--- config.mk ---
export PLATFORM = sky130hd
export DESIGN_NAME = vga_timing_gen
export DESIGN_NICKNAME = d
export VERILOG_FILES = /design/src/rtl/vga_timing_pkg.sv /design/src/rtl/vga_axis_counter.sv /design/src/rtl/vga_timing_gen.sv
export SDC_FILE = /design/constraint.sdc
export NUM_CORES = 1
export LEC_CHECK = 0
export BUFFER_PORTS_ARGS = -buffer_cell sky130_fd_sc_hd__clkbuf_2
export CAP_MARGIN = 20
export CORE_ASPECT_RATIO = 2
export CORE_MARGIN = 2
export CORE_UTILIZATION = 40
export DETAILED_ROUTE_END_ITERATION = 10
export MAX_ROUTING_LAYER = met4
export PLACE_DENSITY_LB_ADDON = 0.08
export SLEW_MARGIN = 20
export SYNTH_ARGS = -nofsm -noshare
export SYNTH_HDL_FRONTEND = slang
export SYNTH_SLANG_ARGS = --single-unit
--- constraint.sdc ---
create_clock -name pixel_clk -period 1.9 [get_ports pixel_clk]
set_input_delay 0 -clock pixel_clk [delete_from_list [all_inputs] [get_ports pixel_clk]]
set_output_delay 0 -clock pixel_clk [all_outputs]
set_load 0.1 [all_outputs]
--- src/rtl/vga_timing_pkg.sv ---
// Shared definitions for the VGA raster timing generator: the default 800x600@56Hz raster
// geometry (36 MHz pixel clock), coordinate and colour types, and the colour-bar test-pattern
// helpers used when VGA_TEST_PATTERN_EN is defined.
package vga_timing_pkg;

  localparam int unsigned H_ACTIVE = 800;
  localparam int unsigned H_FP     = 24;
  localparam int unsigned H_SYNC   = 72;
  localparam int unsigned H_BP     = 128;
  localparam int unsigned H_TOTAL  = H_ACTIVE + H_FP + H_SYNC + H_BP;

  localparam int unsigned V_ACTIVE = 600;
  localparam int unsigned V_FP     = 1;
  localparam int unsigned V_SYNC   = 2;
  localparam int unsigned V_BP     = 22;
  localparam int unsigned V_TOTAL  = V_ACTIVE + V_FP + V_SYNC + V_BP;

  // Width of one test-pattern colour bar, in pixels.
  localparam int unsigned BAR_WIDTH = 100;

  typedef logic [10:0] h_coord_t;
  typedef logic [9:0]  v_coord_t;

  typedef struct packed {
    logic [3:0] r;
    logic [3:0] g;
    logic [3:0] b;
  } rgb444_t;

  // h / BAR_WIDTH for the active area, built as a compare ladder instead of a divider.
  function automatic logic [2:0] bar_index(input h_coord_t h);
    logic [2:0] idx;
    idx = 3'd0;
    for (int unsigned i = 1; i < 8; i++) begin
      if (h >= h_coord_t'(i * BAR_WIDTH)) idx = 3'(i);
    end
    return idx;
  endfunction

  function automatic rgb444_t bar_colour(input logic [2:0] idx);
    rgb444_t c;
    c.r = {4{idx[0]}};
    c.g = {4{idx[1]}};
    c.b = {4{idx[2]}};
    return c;
  endfunction

endpackage

--- src/rtl/vga_axis_counter.sv ---
// One raster axis: a free-running counter 0..TOTAL-1 that advances when en is high, flags the
// last position of the axis (wrap) and decodes the sync window [SYNC_START, SYNC_END).
// Ports:
//   pixel_clk  in   pixel clock
//   rst_n      in   asynchronous active-low reset, counter clears to 0
//   en         in   advance the counter this clock
//   count      out  current position
//   wrap       out  en is high and count is TOTAL-1 (counter returns to 0 on this clock)
//   in_sync    out  count lies inside the sync window
module vga_axis_counter #(
  parameter int unsigned WIDTH      = 11,
  parameter int unsigned TOTAL      = 1024,
  parameter int unsigned SYNC_START = 824,
  parameter int unsigned SYNC_END   = 896
) (
  input  logic             pixel_clk,
  input  logic             rst_n,
  input  logic             en,
  output logic [WIDTH-1:0] count,
  output logic             wrap,
  output logic             in_sync
);

  logic [WIDTH-1:0] count_q, count_d;

  assign wrap    = en && (count_q == WIDTH'(TOTAL - 1));
  assign in_sync = (count_q >= WIDTH'(SYNC_START)) && (count_q < WIDTH'(SYNC_END));
  assign count   = count_q;

  always_comb begin
    count_d = count_q;
    if (wrap) begin
      count_d = '0;
    end else if (en) begin
      count_d = count_q + WIDTH'(1);
    end
  end

  always_ff @(posedge pixel_clk or negedge rst_n) begin
    if (!rst_n) begin
      count_q <= '0;
    end else begin
      count_q <= count_d;
    end
  end

endmodule

--- src/rtl/vga_timing_gen.sv ---
// Raster timing generator (default 800x600@56Hz, 36 MHz pixel clock). Drives the current pixel
// coordinate to the drawing plane, takes its 4-bit RGB back in the same cycle, and registers
// blanked colour plus sync for the VGA pins, so colour and sync arrive at the pins together one
// clock after the coordinate.
// Build option: define VGA_TEST_PATTERN_EN to replace the plane colour in the active area with
// eight 100-pixel vertical colour bars; timing and latency do not change.
// Ports:
//   pixel_clk            in   pixel clock
//   rst_n                in   asynchronous active-low reset
//   h_coord, v_coord     out  current raster position
//   display_on           out  position is inside the active area
//   frame_start          out  position is (0,0)
//   red, green, blue     in   plane colour for the current position
//   vga_r, vga_g, vga_b  out  registered, blanked colour
//   vga_hs, vga_vs       out  registered sync, active level set by SYNC_POS
module vga_timing_gen #(
  parameter int unsigned H_ACTIVE = vga_timing_pkg::H_ACTIVE,
  parameter int unsigned H_FP     = vga_timing_pkg::H_FP,
  parameter int unsigned H_SYNC   = vga_timing_pkg::H_SYNC,
  parameter int unsigned H_BP     = vga_timing_pkg::H_BP,
  parameter int unsigned V_ACTIVE = vga_timing_pkg::V_ACTIVE,
  parameter int unsigned V_FP     = vga_timing_pkg::V_FP,
  parameter int unsigned V_SYNC   = vga_timing_pkg::V_SYNC,
  parameter int unsigned V_BP     = vga_timing_pkg::V_BP,
  parameter bit          SYNC_POS = 1'b1
) (
  input  logic                     pixel_clk,
  input  logic                     rst_n,
  output vga_timing_pkg::h_coord_t h_coord,
  output vga_timing_pkg::v_coord_t v_coord,
  output logic                     display_on,
  output logic                     frame_start,
  input  logic [3:0]               red,
  input  logic [3:0]               green,
  input  logic [3:0]               blue,
  output logic [3:0]               vga_r,
  output logic [3:0]               vga_g,
  output logic [3:0]               vga_b,
  output logic                     vga_hs,
  output logic                     vga_vs
);

  import vga_timing_pkg::*;

  localparam int unsigned HTotal = H_ACTIVE + H_FP + H_SYNC + H_BP;
  localparam int unsigned VTotal = V_ACTIVE + V_FP + V_SYNC + V_BP;

  logic h_wrap, h_in_sync;
  logic v_wrap, v_in_sync;

  vga_axis_counter #(
    .WIDTH      ($bits(h_coord_t)),
    .TOTAL      (HTotal),
    .SYNC_START (H_ACTIVE + H_FP),
    .SYNC_END   (H_ACTIVE + H_FP + H_SYNC)
  ) u_h_counter (
    .pixel_clk (pixel_clk),
    .rst_n     (rst_n),
    .en        (1'b1),
    .count     (h_coord),
    .wrap      (h_wrap),
    .in_sync   (h_in_sync)
  );

  // The vertical axis steps once per line, on the clock the horizontal axis wraps.
  vga_axis_counter #(
    .WIDTH      ($bits(v_coord_t)),
    .TOTAL      (VTotal),
    .SYNC_START (V_ACTIVE + V_FP),
    .SYNC_END   (V_ACTIVE + V_FP + V_SYNC)
  ) u_v_counter (
    .pixel_clk (pixel_clk),
    .rst_n     (rst_n),
    .en        (h_wrap),
    .count     (v_coord),
    .wrap      (v_wrap),
    .in_sync   (v_in_sync)
  );

  // End-of-frame flag is not needed here; frame_start is decoded from the coordinates.
  logic unused_v_wrap;
  assign unused_v_wrap = v_wrap;

  assign display_on  = (h_coord < h_coord_t'(H_ACTIVE)) && (v_coord < v_coord_t'(V_ACTIVE));
  assign frame_start = (h_coord == '0) && (v_coord == '0);

  rgb444_t pix_d, pix_q;
  logic    hs_q, vs_q;

`ifdef VGA_TEST_PATTERN_EN
  logic unused_plane_rgb;
  assign unused_plane_rgb = ^{red, green, blue};
`endif

  always_comb begin
    pix_d = '0;
    if (display_on) begin
`ifdef VGA_TEST_PATTERN_EN
      pix_d = bar_colour(bar_index(h_coord));
`else
      pix_d = '{r: red, g: green, b: blue};
`endif
    end
  end

  // Colour and sync share one register stage so they stay aligned at the connector.
  always_ff @(posedge pixel_clk or negedge rst_n) begin
    if (!rst_n) begin
      pix_q <= '0;
      hs_q  <= ~SYNC_POS;
      vs_q  <= ~SYNC_POS;
    end else begin
      pix_q <= pix_d;
      hs_q  <= SYNC_POS ~^ h_in_sync;
      vs_q  <= SYNC_POS ~^ v_in_sync;
    end
  end

  assign vga_r  = pix_q.r;
  assign vga_g  = pix_q.g;
  assign vga_b  = pix_q.b;
  assign vga_hs = hs_q;
  assign vga_vs = vs_q;

endmodule

==> results of run 1 <==
==> logic make-up after synthesis <==
group	count (synthesis)
XOR/XNOR	10
flip-flops	35
buffers and inverters	10
multiplexers	1
adder cells (fa/ha/maj)	5
AO/OA/AOI/OAI	17
AND/OR/NAND/NOR	72
==> synthesized netlist by cell type, types with 4 or more instances <==
cell type  count
a21oi_1        4
and2_1        13
clkbuf_1       4
dfrtp_1       35
ha_1           5
inv_1          6
nand2_1        9
nand3_1       10
nor2_1        13
nor3_1         4
nor4_1         5
o21ai_0        6
xnor2_1        4
xor2_1         6
==> path summary, 6_finish.rpt <==
path                                        endpoint  slack, ps  cells past startpoint
worst max-delay path                     frame_start       -500                      5
worst min-delay path            u_v_counter.count[0]        350                      2
worst max register to register  u_v_counter.count[4]         70                      6
worst min register to register                vga_hs        550                      1
max in group asynchronous       u_h_counter.count[7]        900                      2
min in group pixel_clk                      vga_r[3]        470                      3
==> layer usage <==
metal  up-vias  track usage, %
met1       717            20.0
li1        689               -
met5         -               -
met3        11            3.35
met4         0            11.2
met2        77            39.4
==> repair_timing <==
| item | 4_1_cts | 5_1_grt |
|---|---|---|
| endpoints found under the hold margin | 47 | 0 |
| gates cloned | 0 | 0 |
| resized for setup | 1 | 9 |
| setup endpoints to repair | 4 | 7 |
| setup buffers | 0 | 0 |
| pin swaps | 0 | 4 |
| hold buffers | 13 | 0 |
==> stage by stage <==
step / instances / hold slack (ps)
2_1_floorplan: 150 / -296
3_3_place_gp: 261 / 138
3_5_place_dp: 261 / 159
4_1_cts: 282 / 396
5_1_grt: 282 / 442
6_report: 282 / 348
==> area by class of cell <==
cell class,count,area [um2]
Fill cell,340,1480
Clock buffer,8,80.1
Inverter,6,22.5
Tap cell,51,63.8
Timing Repair Buffer,77,515
Multi-Input combinational cell,105,754
Sequential cell,35,932
==> power breakdown <==
part / internal (W) / switching [W] / leakage, nW
Clock: 0.000260 / 0.000247 / 0.0395
Sequential: 0.000757 / 0.00000324 / 0.413
Combinational: 0.0000407 / 0.000126 / 0.599
==> registers in the layout (all words and copies together) (netlist names) <==
name	flops
u_h_counter.count	11
u_v_counter.count	10
vga_b	4
vga_g	4
vga_hs	1
vga_r	4
vga_vs	1
==> impl_metrics.env, run 1 <==
export IMPL_status="finished, violations left"
export IMPL_violations="setup timing"
export IMPL_synth_simple_area_share_pct=25.7
export IMPL_crit_path_end_kind="primary output"
export IMPL_cp_num_buf_inv=1
export IMPL_arrival_ps=2400
export IMPL_synthesis_nets=169
export IMPL_crit_required_ps=1900
export IMPL_wl_met3_um=216
export IMPL_ys_seq_area_share_pct=55.1
export IMPL_ir_drop_mv=0.647
export IMPL_setup_tns_ps=-500
export IMPL_p_leak_nw=1.05
export IMPL_finClkSkew_ps=15.5
export IMPL_synth_mux_area_share_pct=0.708
export IMPL_grt_max_degree=36
export IMPL_yosysWarnings=0
export IMPL_cp_start_kind="register"
export IMPL_synth_ff_type="dfrtp_1"
export IMPL_io_pins=51
export IMPL_root_buffer="clkbuf_8"
export IMPL_final_cell_mix="48 x clkbuf_2, 14 x buf_4, 14 x dfrtp_1"
export IMPL_layout_min_cycle_time_ps=2400
export IMPL_syn_area_per_cell_um2=10.6
export IMPL_wl_um=4290
export IMPL_drv_slew=0
export IMPL_synth_seq_cells=35
export IMPL_clk_path_buf_depth=2
export IMPL_drc=0
export IMPL_grt_first_pass_wirelength_um=6940
export IMPL_portBuffers=50
export IMPL_max_cap_violations=0
export IMPL_fin_crit_sh_pct=126
export IMPL_die_w_um=48.6
export IMPL_clk_pin_slew_ps=70
export IMPL_die_h_um=93.2
export IMPL_num_vias=1494
export IMPL_synthAdderAreaFrac_pct=3.93
export IMPL_grt_total_usage_pct=20.9
export IMPL_p_per_area_mw_per_mm2=606
export IMPL_rows=32
export IMPL_p_total_w=0.00143
export IMPL_worstSetupPathType="reg -> out"
export IMPL_drt_first_pass_iters=4
export IMPL_rsz0062_at_grt="yes"
export IMPL_post_route_util_pct=61.6
export IMPL_start_util_pct=41.4
export IMPL_highest_layer="met4"
export IMPL_hp_class="in -> async"
export IMPL_drtIter0Drc=31
export IMPL_die_area_mm2=0.00453
export IMPL_finalHoldViolCount=0
export IMPL_clk_latency_ps=280
export IMPL_r2r_start="u_v_counter.count[1]"
export IMPL_coreArea_mm2=0.00384
export IMPL_syn_to_final_growth_pct=48.9
export IMPL_synth_edf_count=0
export IMPL_yosysTopAreaCellShare_pct=55.1
export IMPL_met2RoutedLength_um=2500
export IMPL_path_cells="or4_4 > or4b_4 > nor4_4 > and4_4 > buf_12"
export IMPL_drive_above_1_share_pct=44.2
export IMPL_ctsHtreeMaxLevel=2
export IMPL_gp_congestion=0.857
export IMPL_slowest_delay_ps=510
export IMPL_synth_area_leaders="dfrtp_1 55%, and2_1 5.1%, ha_1 3.9%"
export IMPL_synth_xor_area_share_pct=5.51
export IMPL_crit_start="u_h_counter.count[3]"
export IMPL_path_delay_family="simple AND/OR/NAND/NOR gates"
export IMPL_syn_inst=150
export IMPL_cts_tree="built"
export IMPL_finish_instance_area_mm2=0.00237
export IMPL_synth_compound_area_share_pct=6.69
export IMPL_place_ws_ps=-199
export IMPL_grt_pass1_vias=1501
export IMPL_cts_num_sinks=35
export IMPL_worst_path_max_fanout=2
export IMPL_synth_area_leader_cell="dfrtp_1"
export IMPL_antenna_found_initial=0
export IMPL_slew_headroom_pct=43.0
export IMPL_grt_ovfl_total=0
export IMPL_num_nets_final=249
export IMPL_setup_viol=1
export IMPL_viasPerCell=5.30
export IMPL_drt_antenna_violating_nets=0
export IMPL_numCtsBuffers=5
export IMPL_syn_area_mm2=0.00159
export IMPL_met1_length_um=1460
export IMPL_place_hpwl_um=3040
export IMPL_synthArstFlopShare_pct=100
export IMPL_fin_ws_ps=-500
export IMPL_worst_slew_pin_slew_ps=855
export IMPL_fmaxAchievable_mhz=417
export IMPL_critPathSlowestCell="or4_4"
export IMPL_diodes=0
export IMPL_placed_cell_area_mm2=0.00210
export IMPL_final_common_cell="clkbuf_2"
export IMPL_synth_top_family_by_area="simple AND/OR/NAND/NOR gates"
export IMPL_wl_per_cell_um=15.2
export IMPL_ys_types=33
(Power assumes the default switching activity.)
==> run 2: changes to the inputs <==
Settings changed: SKIP_CTS_REPAIR_TIMING from default to 1.
==> impl_metrics.env, run 2 (synthesis gave the netlist of run 1 again) <==
export IMPL_status="finished, violations left"
export IMPL_violations="setup timing"
export IMPL_multiInputGateArea_um2=754
export IMPL_grt_ovfl_total=0
export IMPL_layout_min_cycle_time_ps=2400
export IMPL_cp_start_kind="register"
export IMPL_rows=32
export IMPL_wl_um=4280
export IMPL_coreArea_mm2=0.00384
export IMPL_finClkSkew_ps=14.5
export IMPL_rsz0062_at_grt="yes"
export IMPL_p_per_area_mw_per_mm2=606
export IMPL_num_vias=1474
export IMPL_drv_slew=0
export IMPL_seq_area_um2=932
export IMPL_setup_tns_ps=-499
export IMPL_grt_use_met1_pct=19.4
export IMPL_cts_tree="built"
export IMPL_final_cell_mix="48 x clkbuf_2, 14 x buf_4, 14 x dfrtp_1"
export IMPL_ctsHtreeMaxLevel=2
export IMPL_top_usage_layer="met2"
export IMPL_place_hpwl_um=3040
export IMPL_setup_viol=1
export IMPL_drt_first_pass_iters=4
export IMPL_grt_max_degree=36
export IMPL_ir_drop_mv=0.653
export IMPL_die_w_um=48.6
export IMPL_num_fill_cells=343
export IMPL_wl_per_cell_um=15.2
export IMPL_clk_pin_slew_ps=70
export IMPL_portBuffers=50
export IMPL_gp_congestion=0.857
export IMPL_grt_total_usage_pct=19.7
export IMPL_hp_class="in -> async"
export IMPL_final_common_cell="clkbuf_2"
export IMPL_crit_path_end_kind="primary output"
export IMPL_start_util_pct=41.4
export IMPL_syn_to_final_growth_pct=48.9
export IMPL_worst_path_max_fanout=2
export IMPL_drive_above_1_share_pct=44.2
export IMPL_grt_pass1_vias=1399
export IMPL_viasPerCell=5.23
export IMPL_slew_headroom_pct=43.9
export IMPL_die_area_mm2=0.00453
export IMPL_clk_path_buf_depth=2
export IMPL_io_pins=51
export IMPL_worstSetupPathType="reg -> out"
export IMPL_drc=0
export IMPL_placed_cell_area_mm2=0.00210
export IMPL_root_buffer="clkbuf_8"
export IMPL_numCtsBuffers=5
export IMPL_clk_latency_ps=280
export IMPL_antenna_found_initial=0
export IMPL_grt_first_pass_wirelength_um=6540
export IMPL_drt_antenna_violating_nets=0
export IMPL_p_total_w=0.00144
export IMPL_finalHoldViolCount=0
export IMPL_fin_crit_sh_pct=126
export IMPL_use_met2_pct=35.9
export IMPL_finish_instance_area_mm2=0.00237
export IMPL_use_met3_pct=3.19
export IMPL_num_nets_final=249
export IMPL_diodes=0
export IMPL_worst_slew_pin_slew_ps=841
export IMPL_die_h_um=93.2
export IMPL_fin_ws_ps=-499
export IMPL_fmaxAchievable_mhz=417
export IMPL_largest_reg_flops=11
export IMPL_drtIter0Drc=19
export IMPL_p_leak_nw=1.05
export IMPL_crit_required_ps=1900
export IMPL_max_cap_violations=0
export IMPL_cts_num_sinks=35
export IMPL_fin_hold_ws_ps=343
export IMPL_arrival_ps=2400
-- run 2: cell counts in the layout (fill, tap and decap cells not counted) --
Identical to the previous run, type by type.
-- run 2: metal layers --
metal	vias up	routed length [um]
met4	0	106
li1	686	-
met3	9	187
met1	711	1480
met5	-	0
met2	68	2510
-- run 2: stage by stage --
step           setup slack (ps)  utilization, %  std cells
3_3_place_gp               -203            54.5        261
4_1_cts                    -507            56.6        269
5_1_grt                    -579            61.6        282
2_1_floorplan              -368               -        150
3_5_place_dp               -199            54.5        261
6_report                   -499            61.6        282
-- run 2: critical path, stage by stage (launching register included) --
cell	delay [ps]
dfrtp_4	480
or4_4	500
or4b_4	500
nor4_4	200
and4_4	260
buf_12	170
-- run 2: path summary, 6_finish.rpt --
check | start | slack, ps | endpoint | depth (start not counted)
worst max-delay path | u_h_counter.count[3] | -500 | frame_start | 5
worst min-delay path | rst_n | 340 | u_v_counter.count[0] | 2
worst max register to register | u_h_counter.count[0] | 110 | u_v_counter.count[4] | 5
worst min register to register | u_h_counter.count[10] | 550 | vga_hs | 1
max in group asynchronous | rst_n | 910 | u_h_counter.count[7] | 2
min in group pixel_clk | red[0] | 470 | vga_r[0] | 3
-- run 2: cell type report --
class	count	area share, %
inverters	6	0.951
flip-flops and latches	35	39.4
clock buffers	8	3.38
well taps	51	2.69
multi-input cells	105	31.9
repair buffers	77	21.8
-- run 2: power breakdown --
group          switching (W)  internal (W)  leakage [nW]  total [W]
clock network       0.000248      0.000260        0.0395   0.000509
logic               0.000126     0.0000407         0.599   0.000167
registers         0.00000319      0.000757         0.413   0.000760
total               0.000378       0.00106          1.05    0.00144
